### config.mk
export PLATFORM = sky130hd
export DESIGN_NAME = pwm_driver
export DESIGN_NICKNAME = d
export VERILOG_FILES = /design/src/rtl/pwm_pkg.sv /design/src/rtl/pwm_channel.sv /design/src/rtl/pwm_driver.sv
export SDC_FILE = /design/constraint.sdc
export NUM_CORES = 1
export LEC_CHECK = 0
export CAP_MARGIN = 20
export CORE_MARGIN = 10
export CORE_UTILIZATION = 55
export DETAILED_ROUTE_END_ITERATION = 8
export PLACE_DENSITY_LB_ADDON = 0.3
export SLEW_MARGIN = 20
export SYNTH_ARGS = -nofsm -noshare
export SYNTH_HDL_FRONTEND = slang
export SYNTH_HIERARCHICAL = 1
export SYNTH_SLANG_ARGS = --single-unit
### constraint.sdc
create_clock -name clk -period 2.8 [get_ports clk]
set_input_delay 0.28 -clock clk [delete_from_list [all_inputs] [get_ports clk]]
set_output_delay 0.28 -clock clk [all_outputs]
set_load 0.005 [all_outputs]
### src/rtl/pwm_pkg.sv
// Shared definitions for the multi-channel PWM output stage:
// default widths, counter width, and the duty clamp helper.
package pwm_pkg;

  localparam int unsigned VAL_W_DEF        = 11;
  localparam int unsigned PWM_INTERVAL_DEF = 1200;
  localparam int unsigned CNT_W            = $clog2(PWM_INTERVAL_DEF);

  // Saturate a duty request to the period length (full-on).
  function automatic int unsigned clamp_duty(input int unsigned value,
                                             input int unsigned max_val);
    return (value > max_val) ? max_val : value;
  endfunction

endpackage

### src/rtl/pwm_channel.sv
// One PWM channel: double-buffered duty shadow, clamp, compare and pin flop.
// Ports:
//   clk, rst_n   clock and async active-low reset
//   i_enable     PWM running; 0 forces the pin inactive
//   i_load       capture the clamped duty into the shadow this cycle
//   i_cnt        shared period counter
//   i_duty       duty request from the upstream generator
//   o_pwm        registered pin, polarity set by ACTIVE_LOW
module pwm_channel
  import pwm_pkg::*;
#(
  parameter int unsigned VAL_W        = VAL_W_DEF,
  parameter int unsigned PWM_INTERVAL = PWM_INTERVAL_DEF,
  parameter int unsigned CNT_BITS     = $clog2(PWM_INTERVAL),
  parameter bit          ACTIVE_LOW   = 1'b1
) (
  input  logic                clk,
  input  logic                rst_n,
  input  logic                i_enable,
  input  logic                i_load,
  input  logic [CNT_BITS-1:0] i_cnt,
  input  logic [VAL_W-1:0]    i_duty,
  output logic                o_pwm
);

  logic [VAL_W-1:0] r_shadow;
  logic             r_pwm;
  logic [VAL_W-1:0] w_clamp;
  logic             w_on;

  // Counter is never wider than the duty, so widening it is lossless.
  assign w_clamp = VAL_W'(clamp_duty(32'(i_duty), PWM_INTERVAL));
  assign w_on    = i_enable && (VAL_W'(i_cnt) < r_shadow);

  // Shadow only moves at a period boundary (or while idle) to avoid glitches.
  always_ff @(posedge clk or negedge rst_n) begin
    if (!rst_n) begin
      r_shadow <= '0;
      r_pwm    <= ACTIVE_LOW;
    end else begin
      if (i_load) begin
        r_shadow <= w_clamp;
      end
      r_pwm <= w_on ^ ACTIVE_LOW;
    end
  end

  assign o_pwm = r_pwm;

endmodule

### src/rtl/pwm_driver.sv
// Multi-channel PWM output stage between the duty generators and LED pins.
// Ports:
//   clk, rst_n    clock and async active-low reset
//   enable        1 = run PWM; 0 = pins inactive, counter held at 0
//   duty_in       packed duties, channel i at [i*VAL_W +: VAL_W]
//   pwm_out       registered pins, polarity set by ACTIVE_LOW
//   period_start  one-cycle pulse aligned with the first output cycle of a period
module pwm_driver
  import pwm_pkg::*;
#(
  parameter int unsigned PWM_INTERVAL = PWM_INTERVAL_DEF,
  parameter int unsigned NUM_CH       = 3,
  parameter int unsigned VAL_W        = VAL_W_DEF,
  parameter bit          ACTIVE_LOW   = 1'b1
) (
  input  logic                    clk,
  input  logic                    rst_n,
  input  logic                    enable,
  input  logic [NUM_CH*VAL_W-1:0] duty_in,
  output logic [NUM_CH-1:0]       pwm_out,
  output logic                    period_start
);

  localparam int unsigned           CNT_BITS = $clog2(PWM_INTERVAL);
  localparam logic [CNT_BITS-1:0]   CNT_LAST = CNT_BITS'(PWM_INTERVAL - 1);

  logic [CNT_BITS-1:0] r_cnt;
  logic                r_period_start;
  logic                w_last;
  logic                w_load;

  assign w_last = (r_cnt == CNT_LAST);
  // Shadows track the input while idle so the first enabled period is current.
  assign w_load = !enable || w_last;

  // Shared period counter; period_start is registered to line up with the pins.
  always_ff @(posedge clk or negedge rst_n) begin
    if (!rst_n) begin
      r_cnt          <= '0;
      r_period_start <= 1'b0;
    end else begin
      r_cnt          <= (!enable || w_last) ? '0 : r_cnt + CNT_BITS'(1);
      r_period_start <= enable && (r_cnt == '0);
    end
  end

  assign period_start = r_period_start;

  for (genvar g = 0; g < NUM_CH; g++) begin : g_ch
    pwm_channel #(
      .VAL_W        (VAL_W),
      .PWM_INTERVAL (PWM_INTERVAL),
      .CNT_BITS     (CNT_BITS),
      .ACTIVE_LOW   (ACTIVE_LOW)
    ) u_ch (
      .clk      (clk),
      .rst_n    (rst_n),
      .i_enable (enable),
      .i_load   (w_load),
      .i_cnt    (r_cnt),
      .i_duty   (duty_in[g*VAL_W +: VAL_W]),
      .o_pwm    (pwm_out[g])
    );
  end

endmodule

======== Word level (Yosys, flattened, before mapping) ========
Cells that the tools add are included.
storage, ports and cells
  word-level logic and storage cells ...... 30
  bits in registers ....................... 48
  input bits .............................. 36
  output and inout port bits .............. 4
operators by class
  add/subtract/negate cells ............... 1
  bitwise logic cells ..................... 3
  reductions and logical operators ........ 7
  multiplexer cells ....................... 4
  eq/ne operators ......................... 1
  $lt $le $gt $ge ......................... 6
operators with widths
  cell                                                    number
  two-way mux 11 bit                                      4
  greater-than comparator 11 bit (second input constant)  3
  less-than comparator 11 bit                             3
  adder 11 x 1 -> 11 bit (second input constant)          1
  equality test 11 bit (second input constant)            1
  zero test 11 bit                                        1
  logical AND 1 bit                                       4
  NOT 1 bit                                               3
  zero test 1 bit                                         1
  logical OR 1 bit                                        1

======== Longest topological paths before layout ========
Gate-level depths: netlist of the first run.
  depth after elaboration ................. 3
  gate-level depth with buffers ........... 6
  gate-level depth less buffers ........... 5

======== By module ========
The synthesis of the first run kept the hierarchy.
by module, submodules not included
  module       times used  sequential area each (um^2)  cells each  area each (um^2)
  pwm_channel  3           301.5                        74          708.2
  pwm_driver   1           300.3                        68          665.6

======== Least setup slack after synthesis of the first run ========
OpenSTA, ideal clock, no wires.
  kind .................................... reg2reg
  start point ............................. register r_cnt[4]
  end point ............................... register g_ch[0].u_ch.r_shadow[4]
  required time ........................... 2.679 ns
  cell stages (with the launch flop) ...... 5
  path slack .............................. 0.570 ns
  path buffers ............................ 0
  arrival ................................. 2.108 ns
  path through ............................ dfrtp_1 -> or4_4 -> o31ai_4 -> o21ai_2 -> o22a_1
on the way
  longest elaborated chain between the ends .. 2
RTL lines
  what                    line               text
  from (decl)             pwm_driver.sv:27   logic [CNT_BITS-1:0] r_cnt;
  from (signal assigned)  pwm_driver.sv:42   r_cnt <= (!enable || w_last) ? '0 : r_cnt + CNT_BITS'(1);
  equality test 11 bit    pwm_driver.sv:32   assign w_last = (r_cnt == CNT_LAST);
  logical OR 1 bit        pwm_driver.sv:34   assign w_load = !enable || w_last;
  net w_load              pwm_driver.sv:30   logic w_load;
  to (signal assigned)    pwm_channel.sv:42  r_shadow <= w_clamp;
  to (decl)               pwm_channel.sv:26  logic [VAL_W-1:0] r_shadow;
The timed path passes the listed nets, and every way through them passes these cells.
A chain may end at the register's enable or synchronous reset.

======== Final worst setup path of the first run ========
Ends and elaborated chain as after synthesis.

==> impl_metrics.py, run 1 <==
metrics = {
    "synthesis": {
        "netlist_area_um2": 2790,
        "synthTopCellsByArea": "dfrtp_1 (40%), ha_1 (14%), inv_1 (5.7%)",
        "synthArstFlopShare_pct": 100,
        "yosys.cell_types.count": 35,
        "avgSynthCellArea_um2": 9.62,
        "synth_top_area_share_pct": 40.4,
        "syn_nets": 358,
        "synthMostInstantiatedCell": "dfrtp_1",
        "synth_top_area_cell": "dfrtp_1",
        "netlist_instances": 290,
        "yosys-top-cells-count": "dfrtp_1 (45), inv_1 (42), ha_1 (32)",
        "ys_seq_area_share_pct": 43.2,
        "ys_warn_count": 6,
        "synth-seq-cells": 48,
        "yosys_most_used_dff": "dfrtp_1",
        "synth-edff-count": 0,
    },
    "floorplanning": {
        "rows": 25,
        "die-height_um": 91.2,
        "dieWidth_um": 91.2,
        "core_um2": 4820,
        "die_area_um2": 8320,
        "start_util_pct": 57.9,
        "io_pins": 40,
    },
    "layout": {
        "layout-drive-gt1-share_pct": 7.40,
        "n_antenna_cell": 0,
        "final_cell_area_um2": 3410,
        "nets": 405,
        "synthToLayoutAreaGrowth_pct": 22.1,
    },
    "power_and_ir_drop": {
        "comb_power_share_pct": 17.7,
        "ir_worst_vdd_uv": 304,
        "swShare_pct": 25.0,
        "p_leak_nw": 1.57,
        "p_int_w": 0.00120,
        "pwr-share-seq_pct": 48.6,
        "pwr-share-clk_pct": 33.7,
        "p_per_area_nw_per_um2": 469,
        "p_sw_w": 0.000399,
    },
    "clock_network": {
        "cts_buffers": 5,
        "cts_repair_resize_count": 0,
        "post_cts_buffers": 0,
        "cts_max_level": 2,
        "clock_sink_count": 48,
        "cts_buffer_depth": 2,
        "cts_tree": "built",
        "worstSkewPairLatency_ns": 0.29,
        "cts-root-buf": "clkbuf_8",
        "path_clk_slew_ns": 0.09,
        "postCtsHoldBufs": 0,
    },
    "place": {
        "place_area_um2": 3280,
        "place_ws_ns": 0.535,
        "numPortBuffers": 39,
        "place_congestion": 0.857,
        "dp_hpwl_um": 4890,
    },
    "status": {
        "violations": "hold timing",
        "status": "complete, but fails checks",
    },
    "global_route": {
        "grt_pass1_vias": 2315,
        "grt_pass1_wl_um": 11000,
        "antenna_found_initial": 0,
        "gr-total-overflow": 0,
        "grtUsageTotal_pct": 15.6,
        "grt_start_max_net_pins": 49,
    },
    "detailed_routing": {
        "drt-total-wl_um": 6480,
        "detail-route-antenna-nets": 0,
        "drt_iter0_drc": 151,
        "wire_per_inst_um": 16.0,
        "viasPerCell": 5.80,
        "first_pass_iters": 4,
        "vias": 2349,
        "drc": 0,
    },
    "timing": {
        "slew_headroom_pct": 59.8,
        "finalHoldViolCount": 14,
        "fin_skew_ns": 0.00290,
        "tns_ns": 0,
        "setup_ws_ns": 0.504,
        "period_needed_ns": 2.30,
        "tightest_slew_ns": 0.603,
        "rsz0062_at_grt": "false",
        "hold_slack_ns": -0.00589,
        "clock.fmax_mhz": 435,
        "maxSlewViolCount": 0,
        "post-route-period-util_pct": 82.0,
        "setup_viol": 0,
    },
    "worst_setup_path": {
        "path_max_fanout": 11,
        "crit_type": "flop to flop",
        "arrival_ns": 2.48,
        "slowest_delay_ns": 0.63,
        "worst_setup_path_end_kind": "flop",
        "cp.required_ns": 2.98,
        "critical_path.cell_chain": "or4_4, o31ai_4, o21ai_2, o22a_1",
        "cp_slowest_cell": "or4_4",
        "critPathLaunchType": "flop",
    },
    "worst_hold_path": {
        "min_path_type": "input pin to asynchronous set/reset pin",
    },
    "job": {
        "cap_violations": 0,
    },
}
state kept, by name (all words and copies together) (netlist names):
name,cells
g_ch.u_ch/r_shadow,33
g_ch.u_ch/o_pwm,3
period_start,1
r_cnt,11
layout make-up:
class	count	area, um^2
clock buffers	7	96.3
clock inverters	1	30.0
fillers	381	1410
inverters	42	158
multi-input cells	196	1410
flip-flops and latches	48	1200
well taps	67	83.8
repair buffers	44	425
per-stage QoR:
stage | hold WS [ns] | util (%) | cells | power, W
finish | -0.00589 | 70.7 | 405 | 0.00160
detailed placement | 0.498 | 68.0 | 397 | 0.00107
floorplan | -0.0156 | - | 290 | 0.000933
CTS | 0.198 | 70.6 | 405 | 0.00161
global placement | 0.494 | 68.0 | 397 | 0.00106
global route | 0.0168 | 70.7 | 405 | 0.00168
power groups by stage:
stage / clock network (W) / registers [W] / logic (W)
finish: 0.000538 / 0.000777 / 0.000282
CTS: 0.000545 / 0.000777 / 0.000284
detailed placement: 0 / 0.000791 / 0.000281
global route: 0.000578 / 0.000784 / 0.000319
floorplan: 0 / 0.000782 / 0.000152
global placement: 0 / 0.000789 / 0.000270
placed cells by master (no fill, tap or decap), drive strengths merged, types with 5 or more instances in the layout:
cell / count
and4: 6
dfrtp: 45
nand2: 29
inv: 42
clkdlybuf4s50: 38
nand4: 5
clkbuf: 7
o22ai: 15
o22a: 9
nor2b: 6
a211oi: 6
nand3: 12
ha: 32
buf: 6
o21ai: 30
a21oi: 13
critical path: cells and delay by family, from the launching register on:
| kind | cells | cell delay, ns |
|---|---|---|
| flip-flops | 1 | 0.50 |
| AND/OR/NAND/NOR | 1 | 0.63 |
| AO/OA/AOI/OAI | 3 | 1.06 |
per-layer routing:
layer,vias to the layer above,part of all wire [%],global-route usage (%)
li1,1147,-,-
met1,1124,43,19.3
met3,4,6.6,3.05
met5,-,0,0
met4,0,0.60,3.92
met2,74,49,27.1
worst paths after layout:
kind	to	from	cells past startpoint	slack [ns]
min reg2reg	g_ch[1].u_ch/r_shadow[7]	g_ch[1].u_ch/r_shadow[7]	1	0.52
max reg2reg	g_ch[0].u_ch/r_shadow[4]	r_cnt[4]	4	0.50
min	r_cnt[2]	rst_n	1	-0.006
max	g_ch[0].u_ch/r_shadow[4]	r_cnt[4]	4	0.50
min in group clk	g_ch[1].u_ch/r_shadow[7]	g_ch[1].u_ch/r_shadow[7]	1	0.52
max in group asynchronous	g_ch[2].u_ch/r_shadow[10]	rst_n	1	2.41
logic make-up after synthesis:
group	count (synthesis)	synth area share, %
xor gates and xnor gates	2	0.628
AOI/OAI and AO/OA	83	19.4
adders and majority gates	32	14.3
and+or+nand+nor	79	16.1
DFF	48	43.2
buffers and inverters	46	6.37
Power figures use the tool's default switching activity.
==> run 2: changes to the inputs <==
Clock period 2.8 ns to 2.3 ns, I/O delays scaled along.
==> run 2 against run 1 <==
  * Critical path type unchanged
  * Setup slack lost 0.34 ns
  * Final area grew 1.7%
  * Combinational power grew 28%
  * The run now ends clean
  * Sequential power grew 21%
  * Worst hold slack gained 0.36 ns
  * Die area is the same
  * Flip-flop and latch count is the same
  * First-iteration DRC count shrank 27%
  * Register-to-register slack lost 0.34 ns
  * Largest cell class unchanged
==> impl_metrics.py, run 2 (same netlist as run 1, synthesis figures left out) <==
metrics = {
    "worst_setup_path": {
        "path_max_fanout": 35,
        "timing.rr.start": "r_cnt[8]",
        "worst_setup_path_end_kind": "flop",
        "arrival_ns": 2.33,
        "crit_type": "flop to flop",
        "critPathLaunchType": "flop",
        "crit_start": "r_cnt[8]",
        "cp.required_ns": 2.49,
    },
    "global_route": {
        "grt_pass1_wl_um": 11300,
        "grt_start_max_net_pins": 36,
        "gr-total-overflow": 0,
        "antenna_found_initial": 0,
        "grt_pass1_vias": 2475,
        "grtUsageTotal_pct": 16.1,
    },
    "detailed_routing": {
        "viasPerCell": 5.76,
        "wire_per_inst_um": 16.2,
        "drt-total-wl_um": 6640,
        "vias": 2369,
        "drt_iter0_drc": 110,
        "first_pass_iters": 4,
        "drc": 0,
        "detail-route-antenna-nets": 0,
    },
    "layout": {
        "n_antenna_cell": 0,
        "final_common_cell": "dfrtp_1",
        "top_register": "g_ch.u_ch/r_shadow",
        "layout-drive-gt1-share_pct": 8.72,
        "synthToLayoutAreaGrowth_pct": 24.1,
        "nets": 411,
        "post-route-util_pct": 71.9,
        "final_cell_mix": "dfrtp_1 (45), inv_1 (42), clkdlybuf4s50_1 (38)",
        "largest_register_ffs": 33,
    },
    "floorplanning": {
        "io_pins": 40,
        "start_util_pct": 57.9,
        "die-height_um": 91.2,
        "dieWidth_um": 91.2,
        "rows": 25,
        "die_area_um2": 8320,
        "core_um2": 4820,
    },
    "timing": {
        "period_needed_ns": 2.14,
        "maxSlewViolCount": 0,
        "clock.fmax_mhz": 468,
        "post-route-period-util_pct": 92.9,
        "rsz0062_at_grt": "false",
        "slew_headroom_pct": 69.6,
        "finalHoldViolCount": 0,
        "tns_ns": 0,
        "tightest_slew_ns": 0.456,
        "setup_viol": 0,
        "fin_skew_ns": 0.00698,
        "hold_slack_ns": 0.354,
    },
    "job": {
        "cap_violations": 0,
    },
    "place": {
        "numPortBuffers": 39,
        "place_congestion": 0.837,
        "dp_hpwl_um": 5150,
    },
    "clock_network": {
        "cts_buffers": 5,
        "cts-root-buf": "clkbuf_8",
        "worstSkewPairLatency_ns": 0.30,
        "cts_tree": "built",
        "cts_max_level": 2,
        "path_clk_slew_ns": 0.09,
        "cts_buffer_depth": 2,
        "clock_sink_count": 48,
    },
    "power_and_ir_drop": {
        "p_per_area_nw_per_um2": 567,
        "ir_worst_vdd_uv": 450,
        "p_leak_nw": 1.61,
    },
    "worst_hold_path": {
        "min_path_type": "input pin to asynchronous set/reset pin",
    },
    "status": {
        "status": "completed",
    },
}
[run 2: cell count changes in the layout (fill, tap and decap cells not counted)]
cell           change
buf_12             +1
buf_2              +1
buf_4              +3
dlygate4sd3_1      +1
[run 2: per-stage QoR]
| step | power, W | instances | worst slack [ns] | instance area (um^2) |
|---|---|---|---|---|
| 2_1_floorplan | 0.00114 | 290 | 0.0700 | 2790 |
| 3_3_place_gp | 0.00129 | 402 | 0.264 | 3330 |
| 3_5_place_dp | 0.00131 | 402 | 0.231 | 3330 |
| 4_1_cts | 0.00198 | 411 | 0.201 | 3460 |
| 5_1_grt | 0.00206 | 411 | 0.111 | 3460 |
| 6_report | 0.00196 | 411 | 0.163 | 3460 |
[run 2: what timing repair did]
item,4_1_cts,5_1_grt
setup buffers,0,0
endpoints found under the setup margin,0,0
endpoints found under the hold margin,12,0
hold buffers,1,0
gates resized for setup,0,0
[run 2: area by class of cell]
type / count / area, um^2
fillers: 365 / 1350
repair buffers: 50 / 483
well taps: 67 / 83.8
clock inverters: 1 / 30.0
clock buffers: 7 / 96.3
inverters: 42 / 158
flip-flops and latches: 48 / 1200
multi-input cells: 196 / 1410
[run 2: power by group]
group | internal (W) | leakage, nW | switching, W
Clock | 0.000384 | 0.0645 | 0.000280
Combinational | 0.000173 | 0.949 | 0.000188
Sequential | 0.000909 | 0.596 | 0.0000290
[run 2: routing by layer]
layer / GRT usage (%) / share of wire, % / vias to the layer above
li1: - / - / 1156
met1: 19.0 / 44 / 1131
met2: 26.9 / 48 / 69
met3: 4.69 / 5.6 / 13
met4: 6.14 / 1.7 / 0
met5: 0 / 0 / -
[run 2: path summary, 6_finish.rpt]
path                                            endpoint  slack [ns]  depth (start not counted)
worst min register to register  g_ch[0].u_ch/r_shadow[4]        0.52                          1
worst max-delay path            g_ch[2].u_ch/r_shadow[7]        0.16                          5
worst max register to register  g_ch[2].u_ch/r_shadow[7]        0.16                          5
worst min-delay path                           r_cnt[10]        0.35                          2
min in group clk                g_ch[2].u_ch/r_shadow[0]        0.50                          3
max in group asynchronous       g_ch[2].u_ch/r_shadow[6]        1.36                          3
[run 2: critical path, cell delays in order, from the launching register on]
cell and delay (ns):
dfrtp_1 0.47, or4_4 0.57, o31ai_4 0.39, buf_12 0.24, o21ai_2 0.15, o22a_1 0.21
==> run 3: changes to the inputs <==
Settings changed: SLEW_MARGIN 20 to 25.
==> results of run 3 <==
No change in the layout: final DEF, timing and power equal those of run 2.
